==> config.mk <==
export PLATFORM = sky130hd
export DESIGN_NAME = ysyx_22040931_bpu
export DESIGN_NICKNAME = d
export VERILOG_FILES = /design/src/rtl/ysyx_22040931_bpu.sv
export SDC_FILE = /design/constraint.sdc
export NUM_CORES = 2
export LEC_CHECK = 0
export ABC_AREA = 1
export CAP_MARGIN = 25
export CORE_MARGIN = 2
export CORE_UTILIZATION = 30
export DETAILED_ROUTE_END_ITERATION = 6
export PLACE_DENSITY_LB_ADDON = 0.15
export SETUP_SLACK_MARGIN = 0.5
export SYNTH_ARGS = -nofsm -noshare
export SYNTH_HDL_FRONTEND = slang
export SYNTH_SLANG_ARGS = --single-unit
==> constraint.sdc <==
create_clock -name clock -period 16.25 [get_ports clock]
set_clock_uncertainty 0.15 [all_clocks]
set_input_delay 2.4375 -clock clock [delete_from_list [all_inputs] [get_ports clock]]
set_output_delay 2.4375 -clock clock [all_outputs]
set_load 0.03 [all_outputs]
==> src/rtl/ysyx_22040931_bpu.sv <==
// ysyx_22040931_bpu -- IF-stage branch prediction unit.
//
// Direct-mapped branch target buffer with a 2-bit saturating direction counter
// per entry. Lookup of the fetch PC is combinational. Training comes from the
// ID stage's resolved outcome and is written at the clock edge that ends the
// cycle in which it is presented. The unit never redirects fetch itself; the
// ID stage still raises error_pre on a misprediction.
//
// Ports:
//   clock, reset        sole clock; synchronous active-low reset
//   if_pc               fetch PC to predict
//   pre_jump            predicted taken
//   pre_branch          predicted target (0 when pre_jump=0)
//   init_busy           table invalidation sweep in progress
//   upd_pc              PC of the instruction resolved in ID
//   upd_jumptype        00 none, 01 B-type, 10 JAL, 11 taken JALR
//   upd_taken           resolved direction
//   upd_target          resolved target
//   upd_error           ID flagged a misprediction
//   id_stall            ID held this cycle; suppresses training
//   perf_total          resolved control transfers seen while training
//   perf_correct        those resolved without a misprediction
//
// Build option: define YSYX_22040931_BPU_PERF_EN to build the two performance
// counters. Without it both perf outputs are constant 0 and no counter flops
// exist.

module ysyx_22040931_bpu #(
  parameter int ENTRIES = 16
) (
  input  logic        clock,
  input  logic        reset,
  input  logic [63:0] if_pc,
  output logic        pre_jump,
  output logic [63:0] pre_branch,
  output logic        init_busy,
  input  logic [63:0] upd_pc,
  input  logic [1:0]  upd_jumptype,
  input  logic        upd_taken,
  input  logic [63:0] upd_target,
  input  logic        upd_error,
  input  logic        id_stall,
  output logic [31:0] perf_total,
  output logic [31:0] perf_correct
);

  localparam int IDX   = $clog2(ENTRIES);
  localparam int TAG_W = 64 - IDX - 2;
  localparam logic [IDX-1:0] LAST_IDX = IDX'(ENTRIES - 1);

  typedef enum logic {
    S_INIT,
    S_RUN
  } state_e;

  state_e              state_q;
  logic [IDX-1:0]      ptr_q;
  logic [ENTRIES-1:0]  valid_q;
  logic [1:0]          ctr_q    [ENTRIES];
  logic [TAG_W-1:0]    tag_q    [ENTRIES];
  logic [63:0]         target_q [ENTRIES];

  // ---------------------------------------------------------------- lookup
  logic [IDX-1:0]   lk_idx;
  logic [TAG_W-1:0] lk_tag;
  logic             lk_hit;

  assign lk_idx     = if_pc[IDX+1:2];
  assign lk_tag     = if_pc[63:IDX+2];
  assign lk_hit     = valid_q[lk_idx] && (tag_q[lk_idx] == lk_tag);
  assign init_busy  = (state_q == S_INIT);
  assign pre_jump   = lk_hit && ctr_q[lk_idx][1] && !init_busy;
  assign pre_branch = pre_jump ? target_q[lk_idx] : 64'd0;

  // -------------------------------------------------------------- training
  logic             upd_en;
  logic [IDX-1:0]   upd_idx;
  logic [TAG_W-1:0] upd_tag;
  logic             upd_hit;
  logic             wr_ctr;     // counter write
  logic             wr_entry;   // (re)allocate: tag + valid
  logic             wr_target;  // target write
  logic [1:0]       ctr_d;

  assign upd_en  = (upd_jumptype != 2'b00) && !id_stall && (state_q == S_RUN);
  assign upd_idx = upd_pc[IDX+1:2];
  assign upd_tag = upd_pc[63:IDX+2];
  assign upd_hit = valid_q[upd_idx] && (tag_q[upd_idx] == upd_tag);

  // NOTE: every always_comb output gets a default first, so no path through the
  // block leaves a variable unassigned and no latch is inferred.
  always_comb begin
    wr_ctr    = 1'b0;
    wr_entry  = 1'b0;
    wr_target = 1'b0;
    ctr_d     = ctr_q[upd_idx];
    if (upd_en) begin
      if (upd_jumptype[1]) begin
        // JAL / JALR: unconditional, always (re)install as strongly taken.
        wr_ctr    = 1'b1;
        wr_entry  = 1'b1;
        wr_target = 1'b1;
        ctr_d     = 2'b11;
      end else if (upd_hit) begin
        wr_ctr = 1'b1;
        if (upd_taken) begin
          wr_target = 1'b1;
          if (ctr_q[upd_idx] != 2'b11) ctr_d = ctr_q[upd_idx] + 2'b01;
        end else begin
          if (ctr_q[upd_idx] != 2'b00) ctr_d = ctr_q[upd_idx] - 2'b01;
        end
      end else if (upd_taken) begin
        // Miss on a taken branch evicts whatever alias sits in this slot.
        wr_ctr    = 1'b1;
        wr_entry  = 1'b1;
        wr_target = 1'b1;
        ctr_d     = 2'b10;
      end
    end
  end

  // ------------------------------------------------ FSM, valid and counters
  // NOTE: sequential state uses non-blocking assignments only, so every flop
  // samples the pre-edge value of every other flop regardless of block order.
  always_ff @(posedge clock) begin
    if (!reset) begin
      state_q <= S_INIT;
      ptr_q   <= '0;
      valid_q <= '0;
      for (int i = 0; i < ENTRIES; i++) ctr_q[i] <= 2'b00;
    end else begin
      unique case (state_q)
        S_INIT: begin
          valid_q[ptr_q] <= 1'b0;
          ctr_q[ptr_q]   <= 2'b00;
          if (ptr_q == LAST_IDX) state_q <= S_RUN;
          else                   ptr_q   <= ptr_q + 1'b1;
        end
        S_RUN: begin
          if (wr_entry) valid_q[upd_idx] <= 1'b1;
          if (wr_ctr)   ctr_q[upd_idx]   <= ctr_d;
        end
        default: state_q <= S_INIT;
      endcase
    end
  end

  // NOTE: tag and target storage is deliberately not reset; valid gates every
  // use of it, so only valid (and the counters) need a defined reset value.
  always_ff @(posedge clock) begin
    if (wr_entry)  tag_q[upd_idx]    <= upd_tag;
    if (wr_target) target_q[upd_idx] <= upd_target;
  end

  // -------------------------------------------------- performance counters
`ifdef YSYX_22040931_BPU_PERF_EN
  logic [31:0] perf_total_q;
  logic [31:0] perf_correct_q;

  always_ff @(posedge clock) begin
    if (!reset) begin
      perf_total_q   <= '0;
      perf_correct_q <= '0;
    end else if (upd_en) begin
      perf_total_q <= perf_total_q + 32'd1;
      if (!upd_error) perf_correct_q <= perf_correct_q + 32'd1;
    end
  end

  assign perf_total   = perf_total_q;
  assign perf_correct = perf_correct_q;

  // Byte-offset PC bits never select anything.
  logic unused_bits;
  assign unused_bits = ^{if_pc[1:0], upd_pc[1:0]};
`else
  assign perf_total   = 32'd0;
  assign perf_correct = 32'd0;

  // Byte-offset PC bits never select anything; upd_error only feeds the
  // counters, which are absent in this build.
  logic unused_bits;
  assign unused_bits = ^{if_pc[1:0], upd_pc[1:0], upd_error};
`endif

endmodule
==> impl_metrics.prom <==
# TYPE chip_impl_metric gauge
chip_impl_metric{name="crit_fanout",unit=""} 74
chip_impl_metric{name="worst_ep_required_time",unit="ns"} 13.66
chip_impl_metric{name="pin_count",unit=""} 329
chip_impl_metric{name="power.combinational.fraction",unit="%"} 7.9
chip_impl_metric{name="first_global_vias",unit=""} 65080
chip_impl_metric{name="clk_pin_slew_worst_paths",unit="ns"} 0.06
chip_impl_metric{name="core_area",unit="um2"} 303000
chip_impl_metric{name="finish.net_count",unit=""} 9013
chip_impl_metric{name="clkPwrFrac",unit="%"} 43.0
chip_impl_metric{name="flow.area_growth_from_synthesis",unit="%"} 14.48
chip_impl_metric{name="post_synth.cell_area_avg",unit="um2"} 10.40
chip_impl_metric{name="timing_worst_slew_pin_value",unit="ns"} 1.182
chip_impl_metric{name="cell_internal_pwr",unit="mW"} 8.768
chip_impl_metric{name="detailroute.via_count",unit=""} 67915
chip_impl_metric{name="vdd_ir_drop_max",unit="mV"} 0.1004
chip_impl_metric{name="critPathArrivalTime",unit="ns"} 8.51
chip_impl_metric{name="place.detailed.hpwl",unit="mm"} 170.3
chip_impl_metric{name="finalSetupViolCount",unit=""} 0
chip_impl_metric{name="power.share.sequential",unit="%"} 49.1
chip_impl_metric{name="post_cts.resized_instances",unit=""} 0
chip_impl_metric{name="route.detailed.wl_per_inst",unit="um"} 25.00
chip_impl_metric{name="routed_via_density",unit=""} 5.227
chip_impl_metric{name="initial_utilization",unit="%"} 30.16
chip_impl_metric{name="switching_power_total",unit="mW"} 2.827
chip_impl_metric{name="dr.first_iter.drc_count",unit=""} 6153
chip_impl_metric{name="grt_max_degree",unit=""} 214
chip_impl_info{name="yosys-top-cells-area",value="sky130_fd_sc_hd__edfxtp_1 (65%), sky130_fd_sc_hd__nand2_1 (12%), sky130_fd_sc_hd__a21oi_1 (3.8%)"} 1
chip_impl_metric{name="syn_inst",unit=""} 8789
chip_impl_info{name="rsz_0062_raised_after_global_routing",value="false"} 1
chip_impl_metric{name="slew_viol_final",unit=""} 0
chip_impl_metric{name="slew_headroom",unit="%"} 20.66
chip_impl_metric{name="cts_buffers",unit=""} 232
chip_impl_metric{name="leakage",unit="nW"} 37.49
chip_impl_metric{name="fillerInstances",unit=""} 30018
chip_impl_metric{name="final_min_period_over_clock_period",unit="%"} 68.32
chip_impl_metric{name="yosysSeqAreaShare",unit="%"} 65.65
chip_impl_info{name="yosysTopAreaCell",value="sky130_fd_sc_hd__edfxtp_1"} 1
chip_impl_info{name="start_kind",value="input pin"} 1
chip_impl_metric{name="number_of_library_cell_types_mapped_by_synthesis",unit=""} 49
chip_impl_info{name="path_class",value="in -> out"} 1
chip_impl_info{name="worstSetupEndpointType",value="output port"} 1
chip_impl_info{name="min_path_type",value="reg -> reg"} 1
chip_impl_metric{name="grt_pass1_wl",unit="mm"} 463.5
chip_impl_metric{name="critical-path-max-stage-delay",unit="ns"} 0.70
chip_impl_metric{name="fin_hold_ws",unit="ns"} 0.3305
chip_impl_metric{name="drt_pass1_iterations",unit=""} 5
chip_impl_info{name="synth_top_flop_cell",value="sky130_fd_sc_hd__edfxtp_1"} 1
chip_impl_metric{name="ys_warn_count",unit=""} 0
chip_impl_info{name="crit_path_max_delay_cell_type",value="sky130_fd_sc_hd__clkdlybuf4s50_1"} 1
chip_impl_info{name="yosysMostFrequentCell",value="sky130_fd_sc_hd__nand2_1"} 1
chip_impl_info{name="worstPathCellList",value="buf_8, buf_4, inv_8, buf_4, buf_4, a21oi_1, o311ai_0, o311ai_0, nand2_1, nand2_1, nor2_1, nand3b_1, nor3_1, nand3_4, buf_4, nor2_1, clkdlybuf4s50_1"} 1
chip_impl_metric{name="finalCoreUtilization",unit="%"} 34.53
chip_impl_metric{name="register_area",unit="um2"} 60000
chip_impl_metric{name="ys_async_sr_fraction",unit="%"} 0
chip_impl_metric{name="yosysTopAreaCellShare",unit="%"} 65.19
chip_impl_metric{name="core.rowCount",unit=""} 202
chip_impl_metric{name="die_width",unit="um"} 556.0
chip_impl_metric{name="die_height",unit="um"} 556.0
chip_impl_metric{name="synth_edf_count",unit=""} 1984
chip_impl_metric{name="clock_sink_count",unit=""} 2005
chip_impl_metric{name="deepest_clock_path_buffer_count",unit=""} 4
chip_impl_info{name="tritoncts",value="done"} 1
chip_impl_metric{name="die_area",unit="um2"} 309100
chip_impl_metric{name="synth.ff_latch_count",unit=""} 2005
chip_impl_metric{name="totalWireLength",unit="mm"} 324.8
chip_impl_metric{name="grt_overflow_total",unit=""} 0
chip_impl_metric{name="grt_antenna_before_repair",unit=""} 52
chip_impl_metric{name="swShare",unit="%"} 24.38
chip_impl_metric{name="timing.max_cap.violations",unit=""} 0
chip_impl_metric{name="post_synth_design_cell_area",unit="um2"} 91400
chip_impl_metric{name="post_cts_buffers",unit=""} 0
chip_impl_metric{name="gr-usage-all-layers",unit="%"} 20.36
chip_impl_metric{name="drc",unit=""} 0
chip_impl_metric{name="fin_setup_tns",unit="ns"} 0
chip_impl_info{name="cts-root-buf",value="sky130_fd_sc_hd__clkbuf_16"} 1
chip_impl_metric{name="hold_violations",unit=""} 0
chip_impl_metric{name="port-buffer-count",unit=""} 259
chip_impl_info{name="critPathMostFrequentCell",value="sky130_fd_sc_hd__buf_4"} 1
chip_impl_metric{name="power.density_cell_area",unit="nW/um2"} 110.8
chip_impl_metric{name="holdBufCountCts",unit=""} 0
chip_impl_info{name="status",value="complete, no violations"} 1
chip_impl_metric{name="timing.fmax",unit="MHz"} 90.08
chip_impl_info{name="synth_top_cells_by_count",value="sky130_fd_sc_hd__nand2_1 (2833), sky130_fd_sc_hd__edfxtp_1 (1984), sky130_fd_sc_hd__a21oi_1 (700)"} 1
chip_impl_metric{name="multi_input_comb_area",unit="um2"} 27230
chip_impl_metric{name="ctsHtreeMaxLevel",unit=""} 4
chip_impl_metric{name="place.gp.congestion",unit=""} 0.8041
chip_impl_metric{name="drive_gt1_share",unit="%"} 6.080
chip_impl_metric{name="fin_crit",unit="ns"} 11.10
chip_impl_metric{name="clkLatencyLatePin",unit="ns"} 0.93
chip_impl_metric{name="drtAntennaViolNets",unit=""} 0
==> metrics by stage <==
| step | total power [mW] | setup WS (ns) | cells | instance area, um2 |
|---|---|---|---|---|
| finish | 11.60 | 5.148 | 12994 | 104600 |
| global route | 11.98 | 4.959 | 12981 | 104600 |
| global placement | 6.706 | 5.280 | 12548 | 97340 |
| CTS | 11.71 | 5.241 | 12971 | 104500 |
| detailed placement | 6.713 | 5.267 | 12551 | 97400 |
| floorplan | 6.327 | 6.328 | 8852 | 91630 |
==> layer usage <==
layer	up-vias	global-route usage (%)	share of wire, %
met5	-	0	0.055
met2	2447	33.09	46
met3	517	2.810	6.3
met1	33905	28.24	45
li1	31016	-	-
met4	30	5.782	2.9
==> flip-flops by register name, indices dropped and copies added, names as in the netlist <==
| name | count |
|---|---|
| ctr_q | 32 |
| ptr_q | 4 |
| state_q | 1 |
| tag_q | 928 |
| target_q | 1024 |
| valid_q | 16 |
==> kinds of logic (layout without fill, tap and decap cells) <==
group,count (synthesis),in the layout,share of synthesized area [%]
AOI/OAI and AO/OA,2080,2080,13.46
adders and majority gates,4,4,0.05476
buffers and inverters,1026,1170,4.946
xor gates and xnor gates,19,19,0.1821
and+or+nand+nor,3650,3650,15.66
muxes,4,4,0.04381
DFF,2005,2005,65.65
other,1,84,0.004103
==> power groups by stage <==
stage          Sequential, mW  Combinational [mW]  Clock (mW)
3_3_place_gp             5.80               0.909           0
3_5_place_dp             5.80               0.916           0
2_1_floorplan            5.80               0.530           0
4_1_cts                  5.69               0.918        5.11
5_1_grt                  5.69                1.01        5.29
6_report                 5.69               0.920        4.99
==> worst paths after layout <==
path                                                from  slack [ns]  cells past startpoint                  endpoint
worst min-delay path            valid_q[12]$_SDFFE_PN0P_        0.33                      2  valid_q[12]$_SDFFE_PN0P_
worst max-delay path                            if_pc[3]        5.15                     17            pre_branch[49]
worst max register to register        state_q$_SDFF_PN0_       10.08                     11    tag_q[1][24]$_DFFE_PP_
worst min register to register  valid_q[12]$_SDFFE_PN0P_        0.33                      2  valid_q[12]$_SDFFE_PN0P_
==> layout by cell type (no fill, tap or decap), types with 51 or more instances in the layout <==
cell type and instances:
sky130_fd_sc_hd__nand2_1 2833, sky130_fd_sc_hd__edfxtp_1 1984, sky130_fd_sc_hd__a21oi_1 700, sky130_fd_sc_hd__o21ai_0 631, sky130_fd_sc_hd__nor2_1 519, sky130_fd_sc_hd__inv_1 327, sky130_fd_sc_hd__clkdlybuf4s50_1 253, sky130_fd_sc_hd__clkbuf_16 238
sky130_fd_sc_hd__a221oi_1 234, sky130_fd_sc_hd__nand3_1 207, sky130_fd_sc_hd__o21ai_1 128, sky130_fd_sc_hd__buf_4 124, sky130_fd_sc_hd__o211ai_1 103, sky130_fd_sc_hd__o221ai_1 76, sky130_fd_sc_hd__o31ai_1 64, sky130_fd_sc_hd__conb_1 64
sky130_fd_sc_hd__clkbuf_1 59, sky130_fd_sc_hd__clkinv_1 51
==> critical path: cells and delay by family <==
family,cells,cell delay (ns)
AND/OR/NAND/NOR,7,1.54
AO/OA/AOI/OAI,3,1.00
buffers and inverters,7,3.21
==> cell type report <==
class	count	share of cell area [%]
flip-flops and latches	2005	57.34
multi-input cells	5821	26.03
clock buffers	301	5.956
well taps	3978	4.757
repair buffers	397	3.690
inverters	353	1.348
clock inverters	119	0.8299
diodes	20	0.04783
Note: power is estimated with default switching activity, not from simulation.
